**src/rtl/ifu_prefetch_pkg.sv**
```systemverilog
// Shared widths and defaults for the instruction-fetch slice.
// Parameter defaults of ifu_prefetch and ifu_fifo come from here.
package ifu_prefetch_pkg;

    localparam int unsigned IFU_DATAWIDTH = 32;
    localparam int unsigned IFU_ADDRWIDTH = 8;
    localparam logic [31:0] IFU_RESET_PC  = 32'h0000_0000;

    // Occupancy counter must hold the value DEPTH itself.
    function automatic int unsigned ifu_cnt_w(input int unsigned depth);
        return $clog2(depth) + 1;
    endfunction

endpackage

```
**src/rtl/ifu_fifo.sv**
```systemverilog
// Prefetch FIFO holding {pc, instr} pairs; flush empties it in one edge
// and overrides any push or pop in the same cycle.
module ifu_fifo
    import ifu_prefetch_pkg::*;
#(
    parameter int unsigned WIDTH = 2 * IFU_DATAWIDTH,
    parameter int unsigned DEPTH = 4,
    parameter int unsigned CNT_W = ifu_cnt_w(DEPTH)
) (
    input  logic             clk,
    input  logic             rst_n,
    input  logic             push,
    input  logic             pop,
    input  logic             flush,
    input  logic [WIDTH-1:0] push_data,
    output logic [WIDTH-1:0] head,
    output logic             head_valid,
    output logic [CNT_W-1:0] count
);

    localparam int unsigned PTR_W = $clog2(DEPTH);

    logic [WIDTH-1:0] mem [DEPTH];
    logic [PTR_W-1:0] wr_ptr;
    logic [PTR_W-1:0] rd_ptr;
    logic             do_push;
    logic             do_pop;

    assign head_valid = (count != '0);
    assign do_push    = push && !flush;
    assign do_pop     = pop && head_valid && !flush;
    assign head       = mem[rd_ptr];

    always_ff @(posedge clk or negedge rst_n) begin
        if (!rst_n) begin
            wr_ptr <= '0;
            rd_ptr <= '0;
            count  <= '0;
        end else if (flush) begin
            wr_ptr <= '0;
            rd_ptr <= '0;
            count  <= '0;
        end else begin
            if (do_push) wr_ptr <= wr_ptr + PTR_W'(1);
            if (do_pop)  rd_ptr <= rd_ptr + PTR_W'(1);
            count <= count + CNT_W'(do_push) - CNT_W'(do_pop);
        end
    end

    always_ff @(posedge clk) begin
        if (do_push) mem[wr_ptr] <= push_data;
    end

endmodule

```
**src/rtl/ifu_prefetch.sv**
```systemverilog
// Instruction-fetch unit: issues reads to a 1-cycle synchronous RAM, buffers
// returned words with their PCs and hands them to decode; redirects flush all.
module ifu_prefetch
    import ifu_prefetch_pkg::*;
#(
    parameter int unsigned          DATA_W   = IFU_DATAWIDTH,
    parameter int unsigned          ADDR_W   = IFU_ADDRWIDTH,
    parameter int unsigned          DEPTH    = 4,
    parameter logic [DATA_W-1:0]    RESET_PC = DATA_W'(IFU_RESET_PC)
) (
    input  logic              clk,
    input  logic              rst_n,
    input  logic              redirect_valid,
    input  logic [DATA_W-1:0] redirect_pc,
    output logic              imem_req,
    output logic [ADDR_W-1:0] imem_addr,
    input  logic [DATA_W-1:0] imem_rdata,
    output logic              id_valid,
    input  logic              id_ready,
    output logic [DATA_W-1:0] id_instr,
    output logic [DATA_W-1:0] id_pc,
    output logic [DATA_W-1:0] id_pc_add_4
);

    localparam int unsigned CNT_W = ifu_cnt_w(DEPTH);

    logic [DATA_W-1:0]   fetch_pc;
    logic [DATA_W-1:0]   issue_pc;
    logic [DATA_W-1:0]   resp_pc;
    logic                resp_pend;
    logic [CNT_W-1:0]    count;
    logic [2*DATA_W-1:0] fifo_head;

    // A pop in the same cycle is deliberately not credited, so the bound
    // holds even when decode stalls on the very next cycle.
    always_comb begin
        issue_pc = fetch_pc;
        imem_req = 1'b0;
        if (!rst_n) begin
            imem_req = 1'b0;
        end else if (redirect_valid) begin
            issue_pc = redirect_pc & ~DATA_W'(3);
            imem_req = 1'b1;
        end else begin
            imem_req = ({1'b0, count} + (CNT_W+1)'(resp_pend)) < (CNT_W+1)'(DEPTH);
        end
    end

    assign imem_addr = issue_pc[ADDR_W+1:2];

    always_ff @(posedge clk or negedge rst_n) begin
        if (!rst_n) begin
            fetch_pc  <= RESET_PC;
            resp_pend <= 1'b0;
            resp_pc   <= '0;
        end else begin
            resp_pend <= imem_req;
            resp_pc   <= issue_pc;
            if (imem_req) fetch_pc <= issue_pc + DATA_W'(4);
        end
    end

    // Flush on redirect also drops the response of the older request.
    ifu_fifo #(
        .WIDTH (2 * DATA_W),
        .DEPTH (DEPTH),
        .CNT_W (CNT_W)
    ) u_fifo (
        .clk        (clk),
        .rst_n      (rst_n),
        .push       (resp_pend),
        .pop        (id_ready),
        .flush      (redirect_valid),
        .push_data  ({resp_pc, imem_rdata}),
        .head       (fifo_head),
        .head_valid (id_valid),
        .count      (count)
    );

    assign id_pc       = fifo_head[2*DATA_W-1:DATA_W];
    assign id_instr    = fifo_head[DATA_W-1:0];
    assign id_pc_add_4 = id_pc + DATA_W'(4);

endmodule

```
**config.mk**
```make
export PLATFORM = sky130hd
export DESIGN_NAME = ifu_prefetch
export DESIGN_NICKNAME = d
export VERILOG_FILES = /design/src/rtl/ifu_prefetch_pkg.sv /design/src/rtl/ifu_fifo.sv /design/src/rtl/ifu_prefetch.sv
export SDC_FILE = /design/constraint.sdc
export NUM_CORES = 1
export LEC_CHECK = 0
export BUFFER_PORTS_ARGS = -buffer_cell sky130_fd_sc_hd__buf_2
export CAP_MARGIN = 25
export CORE_AREA = 2 2 207 189
export CTS_BUF_LIST = sky130_fd_sc_hd__clkbuf_4 sky130_fd_sc_hd__clkbuf_8
export DETAILED_ROUTE_END_ITERATION = 6
export DIE_AREA = 0 0 209 191
export GPL_ROUTABILITY_DRIVEN = 0
export SYNTH_ARGS = -nofsm -noshare
export SYNTH_HDL_FRONTEND = slang
export SYNTH_SLANG_ARGS = --single-unit
```
**constraint.sdc**
```tcl
create_clock -name clk -period 2.8 [get_ports clk]
set_input_delay 0.56 -clock clk [delete_from_list [all_inputs] [get_ports clk]]
set_output_delay 0.56 -clock clk [all_outputs]
set_load 0.05 [all_outputs]
```
After elaboration in Yosys (flattened, before gate mapping)
Memories as Yosys holds them, arrays and structs flattened.
Index checks and enable logic that the tools add are counted.
{"block": "totals", "wordCells": 33, "mem_bits_rw": 256, "n_memories": 1, "register_bits": 72, "out_inout_bits": 106}
{"block": "op_classes", "n_reduce_logical": 7, "n_lt_le_gt_ge": 1, "addsub": 7, "n_mux": 11}
{"name": "u_fifo.mem", "depth": 4, "word_bits": 64, "rd": 1, "rd_ports_with_merged_regs": 0, "wr": 1, "line": "ifu_fifo.sv:23", "rtl": "logic [WIDTH-1:0] mem [DEPTH];"}
{"operator": "32-bit by 3-bit adder with 32-bit output (second input constant)", "count": 2}
{"operator": "32-bit two-way mux", "count": 2}
{"operator": "2-bit two-way mux", "count": 4}
{"operator": "2-bit by 1-bit adder with 2-bit output (second input constant)", "count": 2}
{"operator": "3-bit by 1-bit adder with 4-bit output", "count": 1}
{"operator": "4-bit by 3-bit less-than comparator with 1-bit output (second input constant)", "count": 1}
{"operator": "1-bit two-way mux", "count": 4}
{"operator": "2-bit nonzero test", "count": 2}
{"operator": "3-bit by 1-bit adder with 3-bit output", "count": 1}
{"operator": "1-bit logical AND", "count": 3}
{"operator": "3-bit two-way mux", "count": 1}
{"operator": "3-bit nonzero test", "count": 1}
{"operator": "3-bit by 1-bit subtractor with 3-bit output", "count": 1}
{"operator": "1-bit logical NOT", "count": 1}

Longest topological paths before layout
{"block": "depth", "ltp_word": 5, "mapped_depth": 13, "mapped_depth_nobuf": 10}

Hierarchy
A second synthesis with hierarchy kept.
{"block": "hier_totals", "cells_unflattened": 811, "hier_area_um2": 13581.8}
{"module": "ifu_fifo", "cells_per_inst": 378, "n_inst": 1, "area_per_inst_um2": 9730.6, "seq_area_each_um2": 7862.5}
{"module": "ifu_prefetch", "cells_per_inst": 433, "n_inst": 1, "area_per_inst_um2": 3851.2, "seq_area_each_um2": 1626.6}

Least setup slack after synthesis
No wires, ideal clock.
{"block": "synth_timing", "path_type": "register to output", "startpoint": "reg u_fifo.rd_ptr[1]", "endpoint": "out id_pc_add_4[27]", "required_time_ps": 2240, "stages_incl_launch_ff": 9, "arrival_time_ps": 2925, "slack_ps": -685, "path_cell_list": "dfrtp_1 -> buf_2 -> mux4_1 -> and4_1 -> and4_1 -> buf_6 -> and4_4 -> nand4_1 -> xnor2_1"}
{"block": "synth_via", "elab_chain_len": 2}
{"item": "from (decl)", "line": "ifu_fifo.sv:25", "rtl": "logic [PTR_W-1:0] rd_ptr;"}
{"item": "from (signal assigned)", "line": "ifu_fifo.sv:45", "rtl": "if (do_pop) rd_ptr <= rd_ptr + PTR_W'(1);"}
{"item": "memory read 4 x 64 bit"}
{"item": "net id_pc[4]", "line": "ifu_prefetch.sv:21", "rtl": "output logic [DATA_W-1:0] id_pc,"}
{"item": "32-bit by 3-bit adder with 32-bit output", "line": "ifu_prefetch.sv:82", "rtl": "assign id_pc_add_4 = id_pc + DATA_W'(4);"}
{"item": "to (decl)", "line": "ifu_prefetch.sv:22", "rtl": "output logic [DATA_W-1:0] id_pc_add_4"}
The timed path passes the listed nets, and every way through them passes these cells.

Final worst setup path
{"block": "layout_timing", "startpoint": "reg u_fifo.rd_ptr[0]", "endpoint": "out id_pc_add_4[24]"}
{"block": "layout_via", "elab_chain_len": 2}
{"item": "memory read 4 x 64 bit"}
{"item": "32-bit by 3-bit adder with 32-bit output", "line": "ifu_prefetch.sv:82"}
Every way passes these cells.

==> flow_summary.json <==
{
  "cts.sink_count": 328,
  "finalMaxSlewViolations": 0,
  "die-area_mm2": 0.03992,
  "yosys.area_share.simple_pct": 8.332,
  "dp_slack_ns": -0.3080,
  "synth_compound_area_share_pct": 2.591,
  "grt_pass1_vias": 8277,
  "avgSynthCellArea_um2": 17.05,
  "cts_max_level": 2,
  "multiInputGateArea_mm2": 0.004303,
  "fin_util_pct": 49.12,
  "fin_area_mm2": 0.01860,
  "hpwl_um": 19750,
  "power.share.sequential_pct": 35.8,
  "drv_cap": 0,
  "first_pass_iters": 5,
  "cts_buffers": 54,
  "hold_ws_ns": 0.04606,
  "worst_slack_ns": -0.7500,
  "grt_max_degree": 65,
  "r2r_start": "u_fifo.count[1]$_DFF_PN0_",
  "n_fill_cell": 3142,
  "synth_area_mm2": 0.01347,
  "rr_worst_depth": 10,
  "num_vias": 7926,
  "cts_tree": "yes",
  "wl_per_cell_um": 18.95,
  "synthXorXnorAreaFrac_pct": 3.121,
  "worst_setup_path_end_kind": "output pin",
  "die_w_um": 209,
  "power.density_mw_per_mm2": 918.1,
  "cp.required_ns": 2.24,
  "grt_first_pass_wirelength_um": 47830,
  "synth_warnings": 0,
  "swShare_pct": 34.80,
  "synth_top_family_by_area": "multiplexers",
  "ys_ff_latch": 328,
  "pin_count": 174,
  "start_kind": "flip-flop",
  "skew_ns": 0.02138,
  "rows": 68,
  "core_area_mm2": 0.03786,
  "vias_per_cell": 4.842,
  "rsz0062_at_grt": "true",
  "startpoint": "u_fifo.rd_ptr[0]$_DFFE_PN0P_",
  "mostFrequentLayoutCell": "edfxtp_1",
  "final_nets": 1182,
  "placed_cells": 1499,
  "fmax_mhz": 281.7,
  "ys_seq_area_share_pct": 70.44,
  "synth.distinct_cells": 48,
  "p_sw_w": 0.005942,
  "status": "complete, but fails checks",
  "crit_fanout": 6,
  "synth_enable_flop_cells": 256,
  "insertion_delay_ns": 0.59,
  "drive_gt1_share_pct": 47.78,
  "drtIter0Drc": 416,
  "grtUsageTotal_pct": 15.60,
  "critPathArrivalTime_ns": 2.99,
  "p_int_w": 0.01113,
  "io_buffers": 171,
  "slew_headroom_pct": 49.49,
  "final_antenna_net_count": 0,
  "drc": 0,
  "fin_cells": 1637,
  "rrSetupSlack_ns": 0.54,
  "clockBufferDepth": 3,
  "cts-root-buf": "clkbuf_8",
  "finalHoldViolations": 0,
  "peakVddDrop_uv": 456.5,
  "worstReg2RegEnd": "u_fifo.count[2]$_DFF_PN0_",
  "routed_wl_um": 31020,
  "antenna_found_initial": 1,
  "initial_core_util_pct": 35.58,
  "violations": "negative setup slack",
  "finalSetupViolations": 83,
  "tightest_slew_ns": 0.7551,
  "muxShareOfSynthArea_pct": 12.13,
  "synth_fa_ha_area_share_pct": 0.9846,
  "async_flop_share_pct": 21.95,
  "synthToLayoutAreaGrowth_pct": 38.06,
  "placed_area_mm2": 0.01610,
  "endpoint": "id_pc_add_4[24]",
  "syn_inst": 790,
  "period_share_pct": 126.8,
  "dieHeight_um": 191,
  "layout.cells.most_common_list": "edfxtp_1 (256), nand2_1 (92), buf_6 (87), buf_2 (84), buf_4 (72)",
  "cts.clk_slew.worst_paths_ns": 0.06,
  "grt_overflow": 0,
  "synth.net_count": 868,
  "min_period_ns": 3.550,
  "diodes": 0,
  "regArea_mm2": 0.009494,
  "synth-main-ff-cell": "edfxtp_1",
  "p_leak_nw": 7.135,
  "p_comb_share_pct": 38.8,
  "p_clk_share_pct": 25.4,
  "worstSetupPathType": "flip-flop to output pin",
  "hp-class": "input pin to asynchronous set/reset pin"
}
==> power groups by stage <==
stage | logic (W) | clock network (W) | registers, W
finish | 0.00662 | 0.00434 | 0.00611
CTS | 0.00646 | 0.00449 | 0.00612
global placement | 0.00533 | 0 | 0.00620
detailed placement | 0.00537 | 0 | 0.00622
floorplan | 0.00389 | 0 | 0.00608
global route | 0.00694 | 0.00472 | 0.00617
==> sequential cells by signal (all words and copies together), names as in the netlist <==
name	cells
u_fifo.rd_ptr	2
resp_pend	1
u_fifo.count	3
resp_pc	32
u_fifo.mem	256
u_fifo.wr_ptr	2
fetch_pc	32
==> repair_timing <==
item	CTS	global route
resized for setup	235	50
gates cloned	5	0
endpoints found under the setup margin	92	91
endpoints found under the hold margin	14	0
pin swaps	13	19
setup buffers	14	33
hold buffers	1	0
==> metal layers <==
layer | track usage (%) | share of wire, % | vias to the layer above
met5 | 0 | 0.035 | -
met4 | 4.203 | 1.8 | 2
met1 | 22.28 | 47 | 3996
met3 | 3.401 | 5.6 | 50
li1 | - | - | 3656
met2 | 24.22 | 46 | 222
==> worst min-delay path by stage <==
| stage | startpoint | end | slack (ns) | cells after the start |
|---|---|---|---|---|
| 2_1_floorplan | rst_n | fetch_pc[0]$_DFFE_PN0P_ | 0.26 | 0 |
| 3_3_place_gp | fetch_pc[30]$_DFFE_PN0P_ | fetch_pc[30]$_DFFE_PN0P_ | 0.46 | 2 |
| 3_5_place_dp | fetch_pc[1]$_DFFE_PN0P_ | resp_pc[1]$_DFF_PN0_ | 0.46 | 1 |
| 4_1_cts | rst_n | fetch_pc[19]$_DFFE_PN0P_ | 0.02 | 2 |
| 5_1_grt | rst_n | fetch_pc[25]$_DFFE_PN0P_ | 0.05 | 2 |
| 6_report | rst_n | fetch_pc[25]$_DFFE_PN0P_ | 0.05 | 2 |
==> critical path, cell delays in order (launching register included) <==
cell and delay [ns]:
dfrtp_4 0.51, buf_8 0.15, buf_16 0.13, mux4_2 0.38, nand4_4 0.14, nor4_4 0.29, buf_4 0.19, nand4_1 0.21
xnor2_4 0.20, buf_6 0.18
==> metrics by stage <==
stage / power, W / TNS (ns)
2_1_floorplan: 0.009966 / -5.484
3_5_place_dp: 0.01159 / -3.839
6_report: 0.01707 / -23.58
5_1_grt: 0.01783 / -31.91
3_3_place_gp: 0.01153 / -3.715
4_1_cts: 0.01707 / -30.03
==> Yosys cell counts (5+ instances only) <==
| cell type | instances | area share [%] |
|---|---|---|
| edfxtp_1 | 256 | 57 |
| nand2_1 | 102 | 2.8 |
| dfrtp_1 | 72 | 13 |
| mux4_2 | 58 | 9.7 |
| xnor2_1 | 38 | 2.5 |
| o21ai_0 | 22 | 0.82 |
| nor2_1 | 20 | 0.56 |
| nand4_1 | 18 | 0.84 |
| inv_1 | 16 | 0.45 |
| nand3_1 | 14 | 0.52 |
| clkbuf_1 | 13 | 0.36 |
| and3_1 | 12 | 0.56 |
| buf_2 | 11 | 0.41 |
| and2_1 | 10 | 0.46 |
| buf_4 | 10 | 0.56 |
| xor2_1 | 10 | 0.65 |
| a21oi_1 | 9 | 0.33 |
| ha_1 | 9 | 0.84 |
| mux2_2 | 8 | 0.67 |
| mux2i_1 | 8 | 0.59 |
| and4_1 | 7 | 0.46 |
| o31ai_1 | 7 | 0.39 |
| mux4_1 | 6 | 1.2 |
| o21ai_1 | 6 | 0.22 |
| buf_6 | 5 | 0.42 |
| nor3_1 | 5 | 0.19 |
==> cell families (layout without fill, tap and decap cells) <==
| logic type | Yosys count | count (layout) |
|---|---|---|
| AO/OA/AOI/OAI | 55 | 55 |
| XOR/XNOR | 48 | 48 |
| adder cells (fa/ha/maj) | 10 | 10 |
| buffers and inverters | 58 | 415 |
| flip-flops | 328 | 328 |
| multiplexers | 80 | 80 |
| AND/OR/NAND/NOR | 211 | 211 |
==> final cells by class <==
| type | count | share of cell area (%) |
|---|---|---|
| Clock buffer | 83 | 5.403 |
| Clock inverter | 16 | 0.7266 |
| Inverter | 16 | 0.3229 |
| Multi-Input combinational cell | 404 | 23.14 |
| Sequential cell | 328 | 51.05 |
| Tap cell | 490 | 3.297 |
| Timing Repair Buffer | 300 | 16.06 |
Power figures use the tool's default switching activity.
